==> config.mk <==
export PLATFORM = sky130hd
export DESIGN_NAME = udp_tx_framer
export DESIGN_NICKNAME = d
export VERILOG_FILES = /design/src/rtl/udp_tx_framer.sv
export SDC_FILE = /design/constraint.sdc
export NUM_CORES = 1
export LEC_CHECK = 0
export ABC_AREA = 0
export CAP_MARGIN = 20
export CORE_MARGIN = 4
export CORE_UTILIZATION = 37
export DETAILED_ROUTE_END_ITERATION = 12
export PLACE_DENSITY = 0.56
export SYNTH_ARGS = -nofsm -noshare
export SYNTH_HDL_FRONTEND = slang
export SYNTH_SLANG_ARGS = --single-unit
==> constraint.sdc <==
create_clock -name clk -period 8.32 [get_ports clk]
set_input_delay 2.08 -clock clk [delete_from_list [all_inputs] [get_ports clk]]
set_output_delay 2.08 -clock clk [all_outputs]
set_load 0.05 [all_outputs]
==> src/rtl/udp_tx_framer.sv <==
// udp_tx_framer: on start, emits the 8-byte UDP header as two 32-bit words.
// It then pulls ceil(payload_len/4) words from the payload buffer and streams
// them toward the IP/MAC TX path on a valid/ready word interface. A 2-entry
// output queue absorbs the buffer's one-cycle read latency under backpressure.
// Ports:
//   clk, reset                      clock, synchronous active-high reset
//   start, src_port, dst_port,      datagram request; fields are latched when
//   payload_len                     start is accepted in IDLE
//   busy, done, err_len             status: busy, end-of-datagram pulse,
//                                   rejected-length pulse
//   buf_rd_en, buf_data,            payload buffer read port; data arrives
//   buf_data_av                     one cycle after the read request
//   out_data, out_valid, out_ready, output word stream, big-endian bytes
//   out_last, out_keep
module udp_tx_framer #(
  parameter int unsigned MAX_PAYLOAD_BYTES = 65507,
  parameter logic [15:0] CHECKSUM_VALUE    = 16'h0000
) (
  input  logic        clk,
  input  logic        reset,
  input  logic        start,
  input  logic [15:0] src_port,
  input  logic [15:0] dst_port,
  input  logic [15:0] payload_len,
  output logic        busy,
  output logic        done,
  output logic        err_len,
  output logic        buf_rd_en,
  input  logic [31:0] buf_data,
  input  logic        buf_data_av,
  output logic [31:0] out_data,
  output logic        out_valid,
  input  logic        out_ready,
  output logic        out_last,
  output logic [3:0]  out_keep
);

  localparam int unsigned DATA_W  = 32;
  localparam int unsigned PORT_W  = 16;
  localparam int unsigned LEN_W   = 16;
  localparam int unsigned LENX_W  = LEN_W + 1;
  localparam int unsigned CNT_W   = LENX_W - 2;
  localparam int unsigned CNTX_W  = CNT_W + 1;
  localparam int unsigned KEEP_W  = 4;
  localparam int unsigned OCC_W   = 2;
  localparam int unsigned OCCX_W  = OCC_W + 1;
  localparam int unsigned UDP_HDR_BYTES = 8;

  typedef enum logic [1:0] {
    IDLE = 2'd0,
    HDR0 = 2'd1,
    HDR1 = 2'd2,
    PAY  = 2'd3
  } state_t;

  typedef struct packed {
    logic [DATA_W-1:0] data;
    logic              last;
    logic [KEEP_W-1:0] keep;
  } q_entry_t;

  state_t            state;
  state_t            state_nxt;

  logic [PORT_W-1:0] src_q;
  logic [PORT_W-1:0] dst_q;
  logic [LEN_W-1:0]  len_q;
  logic [CNT_W-1:0]  recv_cnt;
  logic [CNT_W-1:0]  total_words;
  logic [LENX_W-1:0] len_round;
  logic              inflight;

  q_entry_t          q_head;
  q_entry_t          q_tail;
  logic [OCC_W-1:0]  occ;
  logic [OCC_W-1:0]  occ_after_pop;
  logic [OCC_W-1:0]  occ_nxt;

  logic              pop;
  logic              push;
  q_entry_t          push_entry;
  logic              room;
  logic              pay_push;
  logic              last_pay;
  logic              last_hs;
  logic              len_too_big;
  logic              start_ok;
  logic              start_bad;
  logic [KEEP_W-1:0] last_keep;
  logic              rd_words_left;
  logic              rd_space;

  // Request qualification
  assign len_too_big = (LENX_W'(payload_len) > LENX_W'(MAX_PAYLOAD_BYTES));
  assign start_ok    = (state == IDLE) & start & ~len_too_big;
  assign start_bad   = (state == IDLE) & start & len_too_big;

  // Queue bookkeeping; room is judged after this cycle's pop
  assign pop           = (occ != '0) & out_ready;
  assign occ_after_pop = occ - OCC_W'(pop);
  assign room          = (occ_after_pop != OCC_W'(2));

  // Payload word count, ceil(len/4) in 17-bit arithmetic
  assign len_round   = LENX_W'(len_q) + LENX_W'(3);
  assign total_words = len_round[LENX_W-1:2];
  assign last_pay    = (recv_cnt == (total_words - CNT_W'(1)));

  // Buffer data is only taken for a request this block actually issued
  assign pay_push = (state == PAY) & inflight & buf_data_av;
  assign last_hs  = (state == PAY) & pop & q_head.last;

  // Reads stay within the word budget, and occupancy plus inflight stays
  // at or below the queue depth; a pop this cycle frees a slot immediately
  assign rd_words_left = ((CNTX_W'(recv_cnt) + CNTX_W'(inflight)) < CNTX_W'(total_words));
  assign rd_space      = ((OCCX_W'(occ_after_pop) + OCCX_W'(inflight)) < OCCX_W'(2));

  // Byte enables for the final payload word
  always_comb begin
    last_keep = 4'b1111;
    case (len_q[1:0])
      2'd0:    last_keep = 4'b1111;
      2'd1:    last_keep = 4'b1000;
      2'd2:    last_keep = 4'b1100;
      default: last_keep = 4'b1110;
    endcase
  end

  // State register
  always_ff @(posedge clk) begin
    if (reset) begin
      state <= IDLE;
    end else begin
      state <= state_nxt;
    end
  end

  // Next-state logic; a zero-length datagram passes through PAY with no reads
  // and leaves when the header's last word is accepted
  always_comb begin
    state_nxt = state;
    case (state)
      IDLE: if (start_ok) state_nxt = HDR0;
      HDR0: if (room) state_nxt = HDR1;
      HDR1: if (room) state_nxt = PAY;
      PAY:  if (last_hs) state_nxt = IDLE;
      default: state_nxt = IDLE;
    endcase
  end

  // Per-state queue push and buffer read request
  always_comb begin
    push       = 1'b0;
    push_entry = '0;
    buf_rd_en  = 1'b0;
    case (state)
      HDR0: begin
        push            = room;
        push_entry.data = {src_q, dst_q};
        push_entry.keep = 4'b1111;
      end
      HDR1: begin
        push            = room;
        push_entry.data = {len_q + LEN_W'(UDP_HDR_BYTES), CHECKSUM_VALUE};
        push_entry.last = (len_q == '0);
        push_entry.keep = 4'b1111;
      end
      PAY: begin
        push            = pay_push;
        push_entry.data = buf_data;
        push_entry.last = last_pay;
        push_entry.keep = last_pay ? last_keep : 4'b1111;
        buf_rd_en       = rd_words_left & rd_space;
      end
      default: begin
        push = 1'b0;
      end
    endcase
  end

  // Latched request fields, received-word counter, read-inflight flag
  always_ff @(posedge clk) begin
    if (reset) begin
      src_q    <= '0;
      dst_q    <= '0;
      len_q    <= '0;
      recv_cnt <= '0;
      inflight <= 1'b0;
    end else begin
      inflight <= buf_rd_en;
      if (start_ok) begin
        src_q    <= src_port;
        dst_q    <= dst_port;
        len_q    <= payload_len;
        recv_cnt <= '0;
      end else if (pay_push) begin
        recv_cnt <= recv_cnt + CNT_W'(1);
      end
    end
  end

  // Two-entry output queue; the head entry drives the output port directly.
  // On pop the tail shifts to head; a push lands at the first free slot
  // after that shift.
  assign occ_nxt = occ - OCC_W'(pop) + OCC_W'(push);

  always_ff @(posedge clk) begin
    if (reset) begin
      occ       <= '0;
      q_head    <= '0;
      q_tail    <= '0;
      out_valid <= 1'b0;
    end else begin
      occ       <= occ_nxt;
      out_valid <= (occ_nxt != '0);
      if (pop) begin
        q_head <= q_tail;
      end
      if (push) begin
        if (occ_after_pop == '0) begin
          q_head <= push_entry;
        end else begin
          q_tail <= push_entry;
        end
      end
    end
  end

  assign out_data = q_head.data;
  assign out_last = q_head.last;
  assign out_keep = q_head.keep;

  // Status flags
  always_ff @(posedge clk) begin
    if (reset) begin
      busy    <= 1'b0;
      done    <= 1'b0;
      err_len <= 1'b0;
    end else begin
      done    <= last_hs;
      err_len <= start_bad;
      if (start_ok) begin
        busy <= 1'b1;
      end else if (last_hs) begin
        busy <= 1'b0;
      end
    end
  end

endmodule

==> results.yml <==
outcome:
  outcome: "finished, final reports clean"
power:
  power.density_nw_per_um2: 300
  pwr-share-comb_pct: 43.0
  swShare_pct: 43.1
  ir_drop_uv: 158
  p_seq_share_pct: 30.4
  clockPowerShare_pct: 26.6
  leakage_uw: 0.00369
  switching_power_uw: 1310
  p_int_uw: 1730
setup_path:
  worst_ep_required_time_ns: 6.24
  end_kind: "output pin"
  path_common_cell: "buf_4"
  crit_family: "buffers and inverters"
  criticalPathCategory: "in -> out"
  cp-start-kind: "primary input"
  crit_slowest_cell: "clkdlybuf4s50_1"
  slowest_delay_ns: 0.47
  r2r_cells: 12
  worst-path-buf-inv: 4
  cp.depth: 11
  cp_max_fo: 37
  worstPathArrival_ns: 4.63
  crit_chain: "clkdlybuf4s50_1 > o21ai_2 > inv_2 > buf_4 > ha_1 > xnor2_1 > nand4b_1 > a221o_1 > a311oi_1 > and2_1 > buf_4"
min_path:
  hold_class: "reg -> reg"
  hold_path_depth: 2
drt:
  drtIter0Drc: 611
  wl_met3_um: 1880
  dr.pass1.iters: 5
  finalWirelength_um: 25300
  met1Wirelength_um: 11300
  detail_route.wl_per_cell_um: 17.9
  highest_layer: "met5"
  ant_nets: 0
  vias: 7569
  routed-wl-met2_um: 11500
  routed_via_density: 5.37
  drc: 0
logic_synthesis:
  synth_area_leaders: "dfxtp_1 (36%), nand2_1 (12%), a21oi_1 (5.6%), nor2_1 (5.0%), xnor2_1 (4.6%)"
  ys_warn_count: 0
  synthesis.area_um2: 8190
  synth.avg_cell_area_um2: 7.86
  synthFlopType: "dfxtp_1"
  yosysSeqAreaShare_pct: 35.7
  synth_cell_type_count: 83
  synthArstFlopShare_pct: 0
  synth.top_cell.area_share_pct: 35.7
  synth_fp_nets: 1156
  synth_top_cell_by_area: "dfxtp_1"
  synth_edf_count: 0
  synth_cells: 1042
  ys_ff_latch: 146
clock_network:
  post-cts-setup-buffer-count: 0
  cts_max_path_buffers: 2
  ctsHtreeMaxLevel: 4
  clk_pin_slew_ns: 0.07
  cts.sink_count: 146
  ctsHoldBuffers: 0
  cts-root-buf: "clkbuf_16"
  cts_buffers: 17
  ctsResizeCount: 0
  clk_latency_ns: 0.43
  tritoncts: "built"
floorplanning:
  dieArea_um2: 24600
  die_w_um: 157
  core.rowCount: 54
  initial_utilization_pct: 37.5
  die_h_um: 157
  ioPinCount: 127
  coreArea_um2: 21800
sta:
  timing.final.max_slew_violations: 0
  rsz0062_at_grt: "no"
  setup_slack_ns: 1.61
  worstMarginPinSlew_ns: 0.945
  hold_viol: 0
  layout_min_cycle_time_ns: 6.71
  final.setup.tns_ns: 0
  setup_viol: 0
  relSlewSlack_pct: 37.0
  whs_ns: 0.455
  fin_skew_ns: 0.0105
  fmax_ghz: 0.149
  fin_crit_sh_pct: 80.7
job:
  cap_viol_max_count: 0
final_layout:
  drive_above_1_share_pct: 7.71
  fin_nets: 1230
  final_common_cell: "nand2_1"
  final_cell_mix: "nand2_1 (259), dfxtp_1 (146), clkdlybuf4s50_1 (124)"
  ff_latch_area_um2: 2920
  area_delta_synth_final_pct: 23.5
  fillCellCount: 2246
  n_antenna_cell: 0
  multi_input_area_um2: 4790
place:
  portBuffers: 126
  dp_hpwl_um: 17600
  place_ws_ns: 1.59
  globalplace.congestion: 0.894
global_route:
  grt_pass1_wl_um: 39900
  antenna_found_initial: 6
  grt_overflow: 0
  grt_pass1_vias: 7270
  grt_max_degree: 89
  grt_usage_pct: 20.5
## state kept, by name (all words and copies together), names as in the netlist, 2 cells and up
register,count
dst_q,16
occ,2
q_tail,37
recv_cnt,15
len_q,16
src_q,16
state,2
out_data,32
out_keep,4
## worst register-to-register path: stages, from the launching register on
cell and delay (ns):
dfxtp_1 0.71, o21ai_0 0.33, xnor2_1 0.37, ha_1 0.31
nand2_1 0.08, mux2_4 0.32, a211oi_2 0.35, nand4_1 0.22
nor4_2 0.32, o21ai_1 0.14, a2111oi_4 0.44, and3_1 0.28
o221ai_1 0.14
## per-stage QoR
stage	instance area [µm²]	instances	util, %	power, µW
3_3_place_gp	9470	1376	43.4	2230
3_5_place_dp	9470	1376	43.4	2240
5_1_grt	10100	1409	46.4	3210
6_report	10100	1409	46.4	3040
4_1_cts	10100	1408	46.2	3050
2_1_floorplan	8190	1042	-	1840
## synth_stat cells, types with 5 or more instances
library cell,count
and3_1,7
xnor2_1,43
a21oi_1,91
a311oi_1,34
nor4_1,6
clkbuf_1,62
o21a_1,8
nor2_1,110
nand3_1,16
nand4_1,10
or3_1,9
ha_1,29
a22oi_1,17
clkbuf_8,5
a222oi_1,16
dfxtp_1,146
xor2_1,26
buf_6,7
nor3_1,13
o21ai_0,7
nand2_1,259
inv_1,17
mux2i_1,8
## kinds of logic after synthesis
kind of cell    Yosys count  share of synthesized area, %
compound gates          217                          19.0
mux                       9                          1.16
buf+inv                 101                          6.02
simple gates            469                          25.9
fa+ha+maj                29                          4.43
xor+xnor                 71                          7.85
flops                   146                          35.7
## worst paths after layout
| path | startpoint | end | slack [ns] |
|---|---|---|---|
| max reg2reg | len_q[2]$_SDFFE_PP0P_ | out_keep[1]$_SDFF_PP0_ | 4.18 |
| min | dst_q[10]$_SDFFE_PP0P_ | dst_q[10]$_SDFFE_PP0P_ | 0.45 |
| max | out_ready | buf_rd_en | 1.61 |
| min reg2reg | dst_q[10]$_SDFFE_PP0P_ | dst_q[10]$_SDFFE_PP0P_ | 0.45 |
## power groups by stage
stage | clock [µW] | combinational [µW] | sequential [µW]
after global placement | 0 | 1290 | 941
final | 807 | 1310 | 925
after global routing | 855 | 1420 | 941
after detailed placement | 0 | 1300 | 940
after CTS | 824 | 1300 | 926
after floorplan | 0 | 738 | 1110
## cell type report
| type | count | area share, % |
|---|---|---|
| flip-flops and latches | 146 | 28.9 |
| well taps | 280 | 3.46 |
| multi-input cells | 795 | 47.4 |
| inverters | 18 | 0.668 |
| repair buffers | 138 | 13.5 |
| clock buffers | 17 | 4.20 |
| clock inverters | 15 | 1.90 |
## metal layers
layer  global-route usage [%]  vias up
met5                        0        -
met2                     32.6      202
li1                         -     3763
met4                     6.36       12
met1                     26.8     3545
met3                     6.31       47
Note: power is estimated with default switching activity, not from simulation.
